**src/rtl/prog_loader_pkg.sv**
```systemverilog
// Shared types and default constants for the program loader and its run timer.
package prog_loader_pkg;

   localparam int unsigned IW_DEF       = 9;
   localparam int unsigned AW_DEF       = 12;
   localparam int unsigned CW_DEF       = 16;
   localparam int unsigned RST_HOLD_DEF = 2;
   localparam int unsigned TIMEOUT_DEF  = 60000;

   typedef enum logic [2:0] {IDLE, LOAD, HOLD, RUN, DONE, TOUT} ldr_state_t;

endpackage

```
**src/rtl/prog_loader_run_timer.sv**
```systemverilog
// Run-cycle counter with synchronous clear/enable and a terminal-count flag at TIMEOUT.
module run_timer
   import prog_loader_pkg::*;
#(
   parameter int unsigned CW      = CW_DEF,
   parameter int unsigned TIMEOUT = TIMEOUT_DEF
) (
   input  logic          clk,
   input  logic          reset,
   input  logic          clr_i,
   input  logic          en_i,
   output logic [CW-1:0] count_o,
   output logic          tc_o
);

   logic [CW-1:0] count_q;
   logic [CW-1:0] count_d;

   always_comb begin
      count_d = count_q;
      if (clr_i) begin
         count_d = '0;
      end else if (en_i) begin
         count_d = count_q + 1'b1;
      end
   end

   always_ff @(posedge clk or negedge reset) begin
      if (!reset) begin
         count_q <= '0;
      end else begin
         count_q <= count_d;
      end
   end

   assign count_o = count_q;
   assign tc_o    = (count_q == CW'(TIMEOUT));

endmodule

```
**src/rtl/prog_loader.sv**
```systemverilog
// Loads a program into instruction memory with the core held in reset, then runs it
// until core_done or timeout. Define PROG_LOADER_CHECKSUM_EN to enable the load_sum adder.
//
// Handshake: a word transfers on a rising edge where in_valid & in_ready are both high;
// in_ready is high only in LOAD and in_valid is ignored elsewhere.
module prog_loader
   import prog_loader_pkg::*;
#(
   parameter int unsigned IW       = IW_DEF,
   parameter int unsigned AW       = AW_DEF,
   parameter int unsigned CW       = CW_DEF,
   parameter int unsigned RST_HOLD = RST_HOLD_DEF,
   parameter int unsigned TIMEOUT  = TIMEOUT_DEF
) (
   input  logic          clk,
   input  logic          reset,
   input  logic          start,
   input  logic          in_valid,
   output logic          in_ready,
   input  logic [IW-1:0] in_data,
   input  logic          in_last,
   output logic          imem_we,
   output logic [AW-1:0] imem_addr,
   output logic [IW-1:0] imem_wdata,
   output logic          core_reset,
   input  logic          core_done,
   output logic          busy,
   output logic          finished,
   output logic          timed_out,
   output logic          overflow,
   output logic [AW:0]   words_loaded,
   output logic [CW-1:0] cycle_count,
   output logic [15:0]   load_sum,
   output ldr_state_t    dbg_state
);

   ldr_state_t    state_q;
   logic [7:0]    hold_q;
   logic [AW:0]   words_q;
   logic          imem_we_q;
   logic [AW-1:0] imem_addr_q;
   logic [IW-1:0] imem_wdata_q;
   logic          finished_q;
   logic          timed_out_q;
   logic          overflow_q;

   logic          start_acc;
   logic          hs;
   logic          at_top;
   logic          hold_last;
   logic          tmr_en;
   logic          tmr_tc;

   assign start_acc = start & ((state_q == IDLE) | (state_q == DONE) | (state_q == TOUT));
   assign hs        = in_valid & (state_q == LOAD);
   assign at_top    = (words_q[AW-1:0] == {AW{1'b1}});
   assign hold_last = (state_q == HOLD) & (hold_q == 8'(RST_HOLD - 1));
   // The first RUN cycle already reads 1, so the count starts on the last HOLD edge.
   assign tmr_en    = hold_last | ((state_q == RUN) & ~core_done & ~tmr_tc);

   always_ff @(posedge clk or negedge reset) begin
      if (!reset) begin
         state_q      <= IDLE;
         hold_q       <= '0;
         words_q      <= '0;
         imem_we_q    <= 1'b0;
         imem_addr_q  <= '0;
         imem_wdata_q <= '0;
         finished_q   <= 1'b0;
         timed_out_q  <= 1'b0;
         overflow_q   <= 1'b0;
      end else begin
         imem_we_q <= 1'b0;
         case (state_q)
            IDLE, DONE, TOUT: begin
               if (start) begin
                  state_q     <= LOAD;
                  words_q     <= '0;
                  finished_q  <= 1'b0;
                  timed_out_q <= 1'b0;
                  overflow_q  <= 1'b0;
               end
            end
            LOAD: begin
               if (hs) begin
                  imem_we_q    <= 1'b1;
                  imem_addr_q  <= words_q[AW-1:0];
                  imem_wdata_q <= in_data;
                  words_q      <= words_q + 1'b1;
                  if (in_last || at_top) begin
                     state_q <= HOLD;
                     hold_q  <= '0;
                  end
                  if (at_top && !in_last) begin
                     overflow_q <= 1'b1;
                  end
               end
            end
            HOLD: begin
               if (hold_last) begin
                  state_q <= RUN;
               end else begin
                  hold_q <= hold_q + 1'b1;
               end
            end
            RUN: begin
               if (core_done) begin
                  state_q    <= DONE;
                  finished_q <= 1'b1;
               end else if (tmr_tc) begin
                  state_q     <= TOUT;
                  timed_out_q <= 1'b1;
               end
            end
            default: state_q <= IDLE;
         endcase
      end
   end

   run_timer #(
      .CW      (CW),
      .TIMEOUT (TIMEOUT)
   ) u_run_timer (
      .clk     (clk),
      .reset   (reset),
      .clr_i   (start_acc),
      .en_i    (tmr_en),
      .count_o (cycle_count),
      .tc_o    (tmr_tc)
   );

`ifdef PROG_LOADER_CHECKSUM_EN
   logic [15:0] sum_q;

   always_ff @(posedge clk or negedge reset) begin
      if (!reset) begin
         sum_q <= '0;
      end else if (start_acc) begin
         sum_q <= '0;
      end else if (hs) begin
         sum_q <= sum_q + 16'(in_data);
      end
   end

   assign load_sum = sum_q;
`else
   assign load_sum = 16'h0000;
`endif

   assign in_ready     = (state_q == LOAD);
   assign busy         = (state_q == LOAD) | (state_q == HOLD) | (state_q == RUN);
   assign core_reset   = (state_q != RUN);
   assign imem_we      = imem_we_q;
   assign imem_addr    = imem_addr_q;
   assign imem_wdata   = imem_wdata_q;
   assign finished     = finished_q;
   assign timed_out    = timed_out_q;
   assign overflow     = overflow_q;
   assign words_loaded = words_q;
   assign dbg_state    = state_q;

endmodule

```
**config.mk**
```make
export PLATFORM = sky130hd
export DESIGN_NAME = prog_loader
export DESIGN_NICKNAME = d
export VERILOG_FILES = /design/src/rtl/prog_loader_pkg.sv /design/src/rtl/prog_loader_run_timer.sv /design/src/rtl/prog_loader.sv
export SDC_FILE = /design/constraint.sdc
export NUM_CORES = 1
export LEC_CHECK = 0
export CAP_MARGIN = 20
export CORE_MARGIN = 1.5
export CORE_UTILIZATION = 44
export DETAILED_ROUTE_END_ITERATION = 16
export MAX_ROUTING_LAYER = met4
export PLACE_DENSITY = 0.77
export SYNTH_ARGS = -nofsm -noshare
export SYNTH_HDL_FRONTEND = slang
export SYNTH_SLANG_ARGS = --single-unit
```
**constraint.sdc**
```tcl
create_clock -name clk -period 2.5 [get_ports clk]
set_input_delay 0.25 -clock clk [delete_from_list [all_inputs] [get_ports clk]]
set_output_delay 0.25 -clock clk [all_outputs]
set_load 0.005 [all_outputs]
```
======== Word level (Yosys, flattened, before mapping) ========
Cells that the tools add are included.
word-level totals
  output and inout port bits .............. 76
  register bits ........................... 65
cells by class
  add/sub/neg operators ................... 3
  bitwise gates (word level) .............. 12
  reductions and logical operators ........ 16
  equality and inequality tests ........... 19
  muxes and demuxes ....................... 27
operators with widths
  kind                                                                    number
  16-bit two-way mux                                                      2
  13-bit two-way mux                                                      2
  13-bit case mux with 2 select lines                                     1
  8-bit two-way mux                                                       3
  3-bit two-way mux                                                       6
  16-bit by 1-bit adder with 16-bit output (second input constant)        1
  16-bit equality test (second input constant)                            1
  8-bit case mux with 2 select lines                                      1
  13-bit by 1-bit adder with 13-bit output (second input constant)        1
  12-bit equality test (second input constant)                            1
  2-bit != test (second input constant)                                   6
  3-bit case mux with 4 select lines                                      1
  4-bit AND reduction                                                     3
  8-bit by 1-bit adder with 8-bit output (second input constant)          1
  8-bit by 1-bit equality test with 1-bit output (second input constant)  1
  1-bit two-way mux                                                       8
  2-bit nonzero test                                                      4
  3-bit by 2-bit equality test with 1-bit output (second input constant)  2
  3-bit equality test (second input constant)                             2
  2-bit by 1-bit != test with 1-bit output (second input constant)        3
  1-bit case mux with 2 select lines                                      3
  3-bit AND reduction                                                     2
  1-bit bitwise AND                                                       5
  1-bit OR                                                                5
  other kinds (11)                                                        12

======== Logic depth before layout (Yosys ltp) ========
Gate-level depths: netlist of run 1.
  depth in word-level cells ............... 6
  mapped depth ............................ 8

======== Modules after synthesis ========
From an unflattened synthesis of run 1, not the netlist that was laid out.
second synthesis, totals
  cells, all modules ...................... 320
  area total of the unflattened synthesis .. 3301.9 µm²
modules (own cells, without submodules)
  module       cells an instance  instances  seq. area each (µm²)  area each (µm²)
  prog_loader  228                1          1226.2                2437.3
  run_timer    92                 1          400.4                 864.6

======== Least setup slack after synthesis of run 1 ========
No wires, ideal clock.
  path kind ............................... reg2reg
  from .................................... register hold_q[1]
  to ...................................... register u_run_timer.count_q[11], in the netlist u_run_timer.count_o[11]
  path buffers ............................ 1
  period minus slack after synthesis ...... 2394 ps
  data arrival time ....................... 2265 ps
  slack ................................... 106 ps
  stages on the path, launching flop included .. 9
  cell sequence ........................... dfrtp_1 inv_1 ha_1 or4b_4 or4_4 buf_6 a2111oi_2 xnor2_1 nor2_1
on the way
  longest elaborated chain between the ends .. 4
RTL lines
  what                                            line                         text
  start, declared                                 prog_loader.sv:38            logic [7:0] hold_q;
  start signal, assigned                          prog_loader.sv:103           hold_q <= hold_q + 1'b1;
  8-bit by 1-bit equality test with 1-bit output  prog_loader.sv:57            assign hold_last = (state_q == HOLD) & (hold_q == 8'(RST_HOLD - 1));
  1-bit bitwise AND                               prog_loader.sv:57
  1-bit OR                                        prog_loader.sv:59            assign tmr_en = hold_last | ((state_q == RUN) & ~core_done & ~tmr_tc);
  2-bit nonzero test (no line)                    --
  end signal, assigned                            prog_loader_run_timer.sv:32  count_q <= count_d;
  end, declared                                   prog_loader_run_timer.sv:16  logic [CW-1:0] count_q;
No other way between the ends.
A chain may end at the register's enable or synchronous reset.

======== Final worst setup path of run 1 ========
  from .................................... register hold_q[1]
  to ...................................... register u_run_timer.count_q[9], in the netlist u_run_timer.count_o[9]
The elaborated chain is that of the path after synthesis.

==> results of run 1 <==
## synthesized netlist by cell type (6+ instances only)
cell,number,share of area (%)
mux2_2,20,6.7
clkbuf_1,7,0.78
inv_1,13,1.5
dfrtp_1,65,49
a211oi_1,6,1.3
buf_4,16,3.6
nand3_1,16,2.4
nand4_1,10,1.9
nor2_1,30,3.4
nor4_1,6,1.1
a21oi_1,8,1.2
o21ai_0,9,1.3
nand2_1,25,2.8
xnor2_1,16,4.2
## area by class of cell
class	count	area [um2]	area share, %
flip-flops and latches	65	1630	36.5
clock inverters	6	115	2.58
repair buffers	91	876	19.6
multi-input cells	227	1530	34.4
inverters	13	48.8	1.09
clock buffers	10	138	3.08
well taps	99	124	2.78
## how the worst max path moves through the flow
stage	start	to	slack (ns)	cells past startpoint
4_1_cts	hold_q[1]	u_run_timer.count_o[9]	0.02	8
2_1_floorplan	hold_q[1]	u_run_timer.count_o[11]	0.11	8
5_1_grt	hold_q[1]	u_run_timer.count_o[14]	0.03	8
3_3_place_gp	hold_q[1]	u_run_timer.count_o[14]	0.07	8
6_report	hold_q[1]	u_run_timer.count_o[9]	0.12	8
3_5_place_dp	hold_q[1]	u_run_timer.count_o[7]	-0.005	7
## registers in the layout, indices dropped and copies added, names as in the netlist
| signal | count |
|---|---|
| finished | 1 |
| words_loaded | 13 |
| dbg_state | 3 |
| overflow | 1 |
| hold_q | 8 |
| imem_addr | 12 |
| u_run_timer.count_o | 16 |
| timed_out | 1 |
| imem_wdata | 9 |
| imem_we | 1 |
## where the power goes
group	internal [W]	switching (W)
clock network	0.000693	0.000431
registers	0.00126	0.000168
logic	0.000812	0.000668
## timing repair
item | CTS | global route
gates cloned | 0 | 1
setup endpoints to repair | 1 | 4
pin swaps | 0 | 1
resized for setup | 1 | 0
## layer usage
metal,track usage [%],routed length [um],up-vias,share of wire [%]
li1,-,-,1277,-
met1,26.1,3490,1342,44
met2,32.3,3840,100,48
met3,4.38,414,19,5.2
met4,10.6,188,0,2.4
met5,-,0,-,0
## per-stage QoR
step / TNS (ns) / instance area (um2) / total power [W]
after floorplan: 0 / 3410 / 0.00219
after global placement: 0 / 4200 / 0.00288
after detailed placement: -0.00489 / 4200 / 0.00292
after CTS: 0 / 4450 / 0.00405
after global routing: 0 / 4460 / 0.00426
final: 0 / 4460 / 0.00403
## cell families after synthesis
| logic type | synth area share (%) |
|---|---|
| and+or+nand+nor | 17.1 |
| muxes | 7.92 |
| buffers and inverters | 7.62 |
| AOI/OAI and AO/OA | 12.1 |
| other | 0.112 |
| adders and majority gates | 1.87 |
| DFF | 48.6 |
| xor gates and xnor gates | 4.71 |
==> impl_metrics.tcl, run 1 <==
set metrics [dict create \
    outcome "complete, no violations" \
    crit_fanout 6 \
    skew_ns 0.0109 \
    crit_family "simple AND/OR/NAND/NOR gates" \
    hold-worst-slack_ns 0.0787 \
    period_share_pct 95.3 \
    rows 31 \
    synth_edf_count 0 \
    die_w_um 90.3 \
    seq_area_frac_synth_pct 48.6 \
    worstPathRequired_ns 2.74 \
    area_delta_synth_final_pct 33.2 \
    dp_hpwl_mm 5.51 \
    drc 0 \
    vias 2738 \
    grt_pass1_vias 2783 \
    syn_area_per_cell_um2 10.5 \
    dieArea_um2 8150 \
    ant_nets 0 \
    stdcell_count 511 \
    rr_startpoint "hold_q[1]" \
    cts_buffer_depth 2 \
    syn_area_um2 3350 \
    ys_seq_elements 65 \
    wl_mm 7.93 \
    overflow 0 \
    synth_top_flop_cell "dfrtp_1" \
    yosysUniqueCellTypes 52 \
    drv_cap 0 \
    hold_class "input port to async pin" \
    cp-end-kind "flip-flop" \
    top_level_ports 91 \
    post_cts_buffers 0 \
    drive_above_1_share_pct 16.3 \
    fin_crit_ns 2.38 \
    core_um2 7290 \
    cts_tree "yes" \
    r2r_end "u_run_timer.count_o[9]" \
    hold_buffers 0 \
    clk_latency_ns 0.35 \
    relSlewSlack_pct 45.1 \
    hold_violations 0 \
    netlist_instances 318 \
    final_common_cell "clkdlybuf4s50_1" \
    cts_root_buf "clkbuf_8" \
    startpoint_type "flip-flop" \
    first_pass_iters 4 \
    clkSinkCount 65 \
    finalSetupViolCount 0 \
    fill_cells 643 \
    final_nets 427 \
    rsz0062_at_grt "no" \
    slowest_delay_ns 0.50 \
    gp_congestion 0.867 \
    dpl.cell_count 494 \
    avgViaCountPerCell 5.36 \
    ff2ff_path_depth 8 \
    wl_per_cell_um 15.5 \
    power_leakage_nw 1.89 \
    path_cells "inv_1 > ha_1 > or4b_4 > or4_4 > buf_4 > a2111oi_4 > xnor2_1 > nor2_1" \
    initial_utilization_pct 45.9 \
    port_buffers 74 \
    r2r_slack_ns 0.12 \
    clk_pin_slew_ns 0.08 \
    htree_levels 3 \
    die_y_um 90.3 \
    grt_max_degree 66 \
    drtIter0Drc 152 \
    grt_pass1_wl_mm 13.3 \
    timing.final.ws_setup_ns 0.117 \
    critical_path_class "flip-flop to flip-flop" \
    pre_cts_slack_ns -0.00489 \
    cts_made_buffers 9 \
    layout_common_cells "73 x clkdlybuf4s50_1, 65 x dfrtp_1, 30 x nor2_1" \
    critPathArrivalTime_ns 2.62 \
    vdd_ir_drop_max_mv 0.514 \
    cp_slowest_cell "or4_4" \
    synth_warnings 0 \
    timing.fmax_mhz 420 \
    grt_antenna_before_repair 0 \
    diodes 0 \
    final_core_util_pct 61.2 \
    powerDensity_nw_per_um2 903 \
    tightest_slew_ns 0.824 \
    grt_use_total_pct 20.9 \
    async_flop_share_pct 100 \
    slew_violations 0 \
    worst-path-buf-inv 2 \
]
No activity file was read; power rests on OpenSTA's default activity.
==> inputs of run 2 (changes only) <==
- ABC_AREA: unset -> 1
- CORE_UTILIZATION: 44 -> 45
==> impl_metrics.tcl, run 2 <==
set metrics [dict create \
    wl_mm 8.67 \
    synth_edf_count 0 \
    synth_top_cell_by_area "dfrtp_1" \
    period_share_pct 79.6 \
    rsz0062_at_grt "no" \
    seq_area_frac_synth_pct 45.0 \
    fin_crit_ns 1.99 \
    clockPowerShare_pct 24.3 \
    powerDensity_nw_per_um2 911 \
    vdd_ir_drop_max_mv 0.341 \
    sw_frac_of_total_pct 38.6 \
    stdcell_count 657 \
    largest_register_ffs 16 \
    area_delta_synth_final_pct 27.7 \
    syn_area_um2 3610 \
    holdPathEnd "imem_wdata[8]" \
    hp-start "in_data[8]" \
    cp-end-kind "output pin" \
    grt_pass1_vias 3113 \
    p_sw_w 0.00162 \
    vias 3365 \
    gp_congestion 0.899 \
    cts_buffer_depth 2 \
    rr_startpoint "dbg_state[2]" \
    pre_cts_slack_ns 0.613 \
    critical_path_class "flip-flop to output pin" \
    first_pass_iters 5 \
    hold_violations 0 \
    clk_latency_ns 0.35 \
    avgViaCountPerCell 5.12 \
    die_w_um 92.6 \
    clk_pin_slew_ns 0.08 \
    layout_common_cells "151 x nand2_1, 73 x clkdlybuf4s50_1, 65 x dfrtp_1" \
    cts_made_buffers 9 \
    hold_depth 3 \
    top_level_ports 91 \
    synth.top_cells.by_count "151 x nand2_1, 65 x dfrtp_1, 43 x inv_1" \
    ys_seq_elements 65 \
    dpl_cell_area_um2 4380 \
    final_common_cell "nand2_1" \
    die_y_um 92.6 \
    seq_area_um2 1630 \
    outcome "complete, no violations" \
    yosysUniqueCellTypes 34 \
    power_leakage_nw 2.17 \
    drive_above_1_share_pct 7.75 \
    cts_root_buf "clkbuf_8" \
    grt_max_degree 41 \
    dieArea_um2 8580 \
    synth-simple-area-share_pct 35.0 \
    grt_antenna_before_repair 0 \
    grt_pass1_wl_mm 14.5 \
    wl_per_cell_um 13.2 \
    final_nets 570 \
    syn_area_per_cell_um2 7.66 \
    diodes 0 \
    yosys.cell_count.top_type "nand2_1" \
    synth_warnings 0 \
    async_flop_share_pct 100 \
    tightest_slew_ns 0.637 \
    htree_levels 3 \
    yosysTopAreaCellShare_pct 45.0 \
    synth_top_family_by_area "simple AND/OR/NAND/NOR gates" \
    timing.final.ws_setup_ns 0.510 \
    timing.fmax_mhz 503 \
    crit_fanout 9 \
    cell_internal_pwr_w 0.00258 \
    critPathArrivalTime_ns 1.74 \
    synth.area.mux_share_pct 0 \
    ctsResizeCount 0 \
    dpl.cell_count 640 \
    worstPathRequired_ns 2.25 \
    drc 0 \
    relSlewSlack_pct 57.6 \
    post_cts_buffers 0 \
    hold_buffers 1 \
    finalSetupViolCount 0 \
    initial_utilization_pct 46.5 \
    dp_hpwl_mm 6.26 \
    synth-compound-area-share_pct 6.65 \
    fill_cells 687 \
    grt_use_total_pct 21.6 \
    synth_top_flop_cell "dfrtp_1" \
    port_buffers 74 \
    cts_tree "yes" \
    combPwrFrac_pct 40.4 \
    ff2ff_path_depth 9 \
    synthXorXnorAreaFrac_pct 1.45 \
    skew_ns 0.0140 \
    drv_cap 0 \
    seqPwrFrac_pct 35.3 \
    r2r_end "words_loaded[5]" \
    synthAdderAreaFrac_pct 1.73 \
    clkSinkCount 65 \
    r2r_slack_ns 0.57 \
    fin_tns_setup_ns 0 \
    slew_violations 0 \
    drtIter0Drc 182 \
    rows 32 \
    synth_area_leaders "dfrtp_1 45%, nand2_1 16%, o21ai_0 4.8%" \
    overflow 0 \
    design_area_um2 4610 \
    startpoint_type "flip-flop" \
    multiInputGateArea_um2 1680 \
    cp-startpoint "dbg_state[2]" \
    hold_class "input port to flip-flop" \
    netlist_instances 472 \
    core_um2 7770 \
    ant_nets 0 \
]
run 2: cell count changes in the layout (fill, tap and decap cells not counted), moves of 15 or more:
cell,before,now
nand2_1,25,151
inv_1,13,43
o21ai_0,9,35
mux2_2,20,0
nand3_1,16,32
buf_4,16,1
xnor2_1,16,1
run 2: logic make-up after synthesis:
kind of cell	count (synthesis)
DFF	65
other	1
xor gates and xnor gates	6
and+or+nand+nor	276
adders and majority gates	5
buffers and inverters	73
AOI/OAI and AO/OA	46
run 2: layer usage:
layer | global-route usage (%) | vias to the layer above | part of all wire (%)
li1 | - | 1640 | -
met1 | 29.8 | 1585 | 47
met2 | 32.5 | 126 | 44
met3 | 3.28 | 14 | 6.5
met4 | 7.83 | 0 | 1.7
met5 | - | - | 0
run 2: stage by stage:
stage               hold WS [ns]  util [%]  power, W
floorplan                -0.0456         -   0.00251
global placement           0.294      56.4   0.00315
CTS                        0.438      59.4   0.00423
finish                     0.445      59.4   0.00420
detailed placement         0.304      56.4   0.00319
global route               0.460      59.4   0.00450
run 2: worst max-delay path by stage:
stage / depth (start not counted) / endpoint / slack [ns]
2_1_floorplan: 10 / dbg_state[0] / 0.96
3_3_place_gp: 9 / words_loaded[5] / 0.67
3_5_place_dp: 9 / words_loaded[5] / 0.61
4_1_cts: 4 / in_ready / 0.50
5_1_grt: 9 / words_loaded[5] / 0.39
6_report: 4 / in_ready / 0.51
run 2: cell type report:
type                            instances  share of cell area, %
Multi-Input combinational cell        349                   36.4
Sequential cell                        65                   35.3
Timing Repair Buffer                   77                   16.8
Inverter                               48                   3.96
Tap cell                              102                   2.77
Clock buffer                            9                   2.69
Clock inverter                          7                   2.17
run 2: power by group through the flow:
stage	Clock, W	Sequential [W]	Combinational [W]
2_1_floorplan	0	0.00149	0.00102
3_3_place_gp	0	0.00149	0.00166
3_5_place_dp	0	0.00150	0.00169
4_1_cts	0.00104	0.00148	0.00171
5_1_grt	0.00108	0.00152	0.00190
6_report	0.00102	0.00148	0.00170
run 2: worst max-delay path: stages (launching register included):
cell             delay [ns]
dfrtp_1                0.43
inv_2                  0.10
nand2_4                0.08
nor2_4                 0.23
clkdlybuf4s50_1        0.56
==> inputs of run 3 (changes only) <==
- PLACE_DENSITY: 0.77 -> 0.74
- clock period: 2.5 -> 1.96 ns (I/O delays scaled with it)
==> impl_metrics.tcl, run 3 (synthesis results as in run 2) <==
set metrics [dict create \
    crit_family "buffers and inverters" \
    avgViaCountPerCell 5.12 \
    multiInputGateArea_um2 1680 \
    dp_hpwl_mm 6.34 \
    ant_nets 0 \
    fin_crit_ns 1.92 \
    drv_cap 0 \
    critPathArrivalTime_ns 1.72 \
    power_leakage_nw 2.16 \
    top_level_ports 91 \
    period_share_pct 97.9 \
    crit_fanout 8 \
    clkSinkCount 65 \
    hold_class "input port to async pin" \
    cts_made_buffers 9 \
    slowest_delay_ns 0.50 \
    seq_area_um2 1630 \
    vdd_ir_drop_max_mv 0.402 \
    grt_pass1_wl_mm 15.1 \
    drc 0 \
    post_cts_buffers 0 \
    drtIter0Drc 220 \
    dieArea_um2 8580 \
    hold_violations 0 \
    die_y_um 92.6 \
    timing.fmax_mhz 521 \
    grt_pass1_vias 3286 \
    rows 32 \
    clk_latency_ns 0.35 \
    first_pass_iters 5 \
    grt_antenna_before_repair 0 \
    worst-path-buf-inv 3 \
    diodes 0 \
    clk_pin_slew_ns 0.08 \
    worstPathRequired_ns 1.76 \
    design_area_um2 4620 \
    powerDensity_nw_per_um2 1150 \
    finalSetupViolCount 0 \
    cp-end-kind "output pin" \
    grt_max_degree 66 \
    r2r_end "dbg_state[2]" \
    path_cells "inv_2 > nand2_4 > nor2_4 > buf_6 > clkdlybuf4s50_1" \
    cts_tree "yes" \
    ff2ff_path_depth 11 \
    r2r_slack_ns 0.24 \
    startpoint_type "flip-flop" \
    skew_ns 0.0115 \
    gp_congestion 0.946 \
    initial_utilization_pct 46.5 \
    wl_per_cell_um 13.4 \
    slew_violations 0 \
    overflow 0 \
    port_buffers 74 \
    rsz0062_at_grt "yes" \
    layout_common_cells "151 x nand2_1, 73 x clkdlybuf4s50_1, 64 x dfrtp_1" \
    grt_use_total_pct 22.7 \
    core_um2 7770 \
    cp_slowest_cell "clkdlybuf4s50_1" \
    dpl.cell_count 643 \
    cts_buffer_depth 2 \
    dpl_cell_area_um2 4400 \
    die_w_um 92.6 \
    final_common_cell "nand2_1" \
    outcome "complete, no violations" \
    htree_levels 3 \
    drive_above_1_share_pct 8.44 \
    critical_path_class "flip-flop to output pin" \
    vias 3376 \
    largest_register_ffs 16 \
    rr_startpoint "u_run_timer.count_o[0]" \
    wl_mm 8.83 \
    cts_root_buf "clkbuf_8" \
    fill_cells 722 \
    area_delta_synth_final_pct 27.9 \
    stdcell_count 659 \
    final_nets 573 \
]
-- run 3: changes by cell type in the layout (fill, tap and decap cells not counted), moves of 2 or more --
cell / previous run / this run
buf_4: 1 / 3
clkbuf_8: 9 / 11
clkinvlp_4: 0 / 3
inv_6: 3 / 0
-- run 3: cell type report --
class | count | share of cell area (%)
Inverter | 48 | 3.95
Multi-Input combinational cell | 349 | 36.4
Timing Repair Buffer | 80 | 17.3
Clock inverter | 4 | 1.14
Clock buffer | 11 | 3.27
Sequential cell | 65 | 35.2
Tap cell | 102 | 2.76
-- run 3: report_power, final --
group	internal, W	switching (W)	total (W)
combinational	0.000964	0.00125	0.00222
sequential	0.00163	0.000255	0.00189
clock	0.000649	0.000545	0.00119
total	0.00325	0.00205	0.00530
-- run 3: worst max-delay path by stage --
stage	slack [ns]	cells after the start	from	endpoint
after floorplan	0.42	10	words_loaded[0]	dbg_state[0]
after global placement	0.31	11	u_run_timer.count_o[0]	u_run_timer.count_o[6]
after detailed placement	0.24	8	words_loaded[0]	hold_q[2]
after CTS	0.01	5	dbg_state[2]	in_ready
after global routing	-0.02	5	dbg_state[2]	in_ready
final	0.04	5	dbg_state[2]	in_ready
-- run 3: through the flow --
step | power (W) | setup TNS [ns] | hold slack, ns | setup WS, ns | util, %
2_1_floorplan | 0.00321 | 0 | -0.0996 | 0.422 | -
6_report | 0.00530 | 0 | 0.383 | 0.0421 | 59.5
5_1_grt | 0.00568 | -0.0150 | 0.403 | -0.0150 | 59.5
4_1_cts | 0.00531 | 0 | 0.381 | 0.0103 | 59.4
3_5_place_dp | 0.00411 | 0 | 0.235 | 0.237 | 56.7
3_3_place_gp | 0.00405 | 0 | 0.239 | 0.313 | 56.7
-- run 3: repair_timing --
item                       4_1_cts  5_1_grt
hold buffers                     1        0
setup endpoints to repair        0        5
hold endpoints to repair        65        0
gates resized for setup          0        3
-- run 3: tightest hold or removal path, cell delays in order --
cell           delay (ns)
dlygate4sd3_1        0.52
buf_2                0.12
buf_12               0.30
-- run 3: routing by layer --
layer  global-route usage [%]  up-vias  part of all wire (%)
met5                        -        -                     0
met4                     8.21        0                   2.0
met3                     5.17       23                   7.3
met2                     34.4      141                    45
met1                     29.8     1567                    46
li1                         -     1645                     -
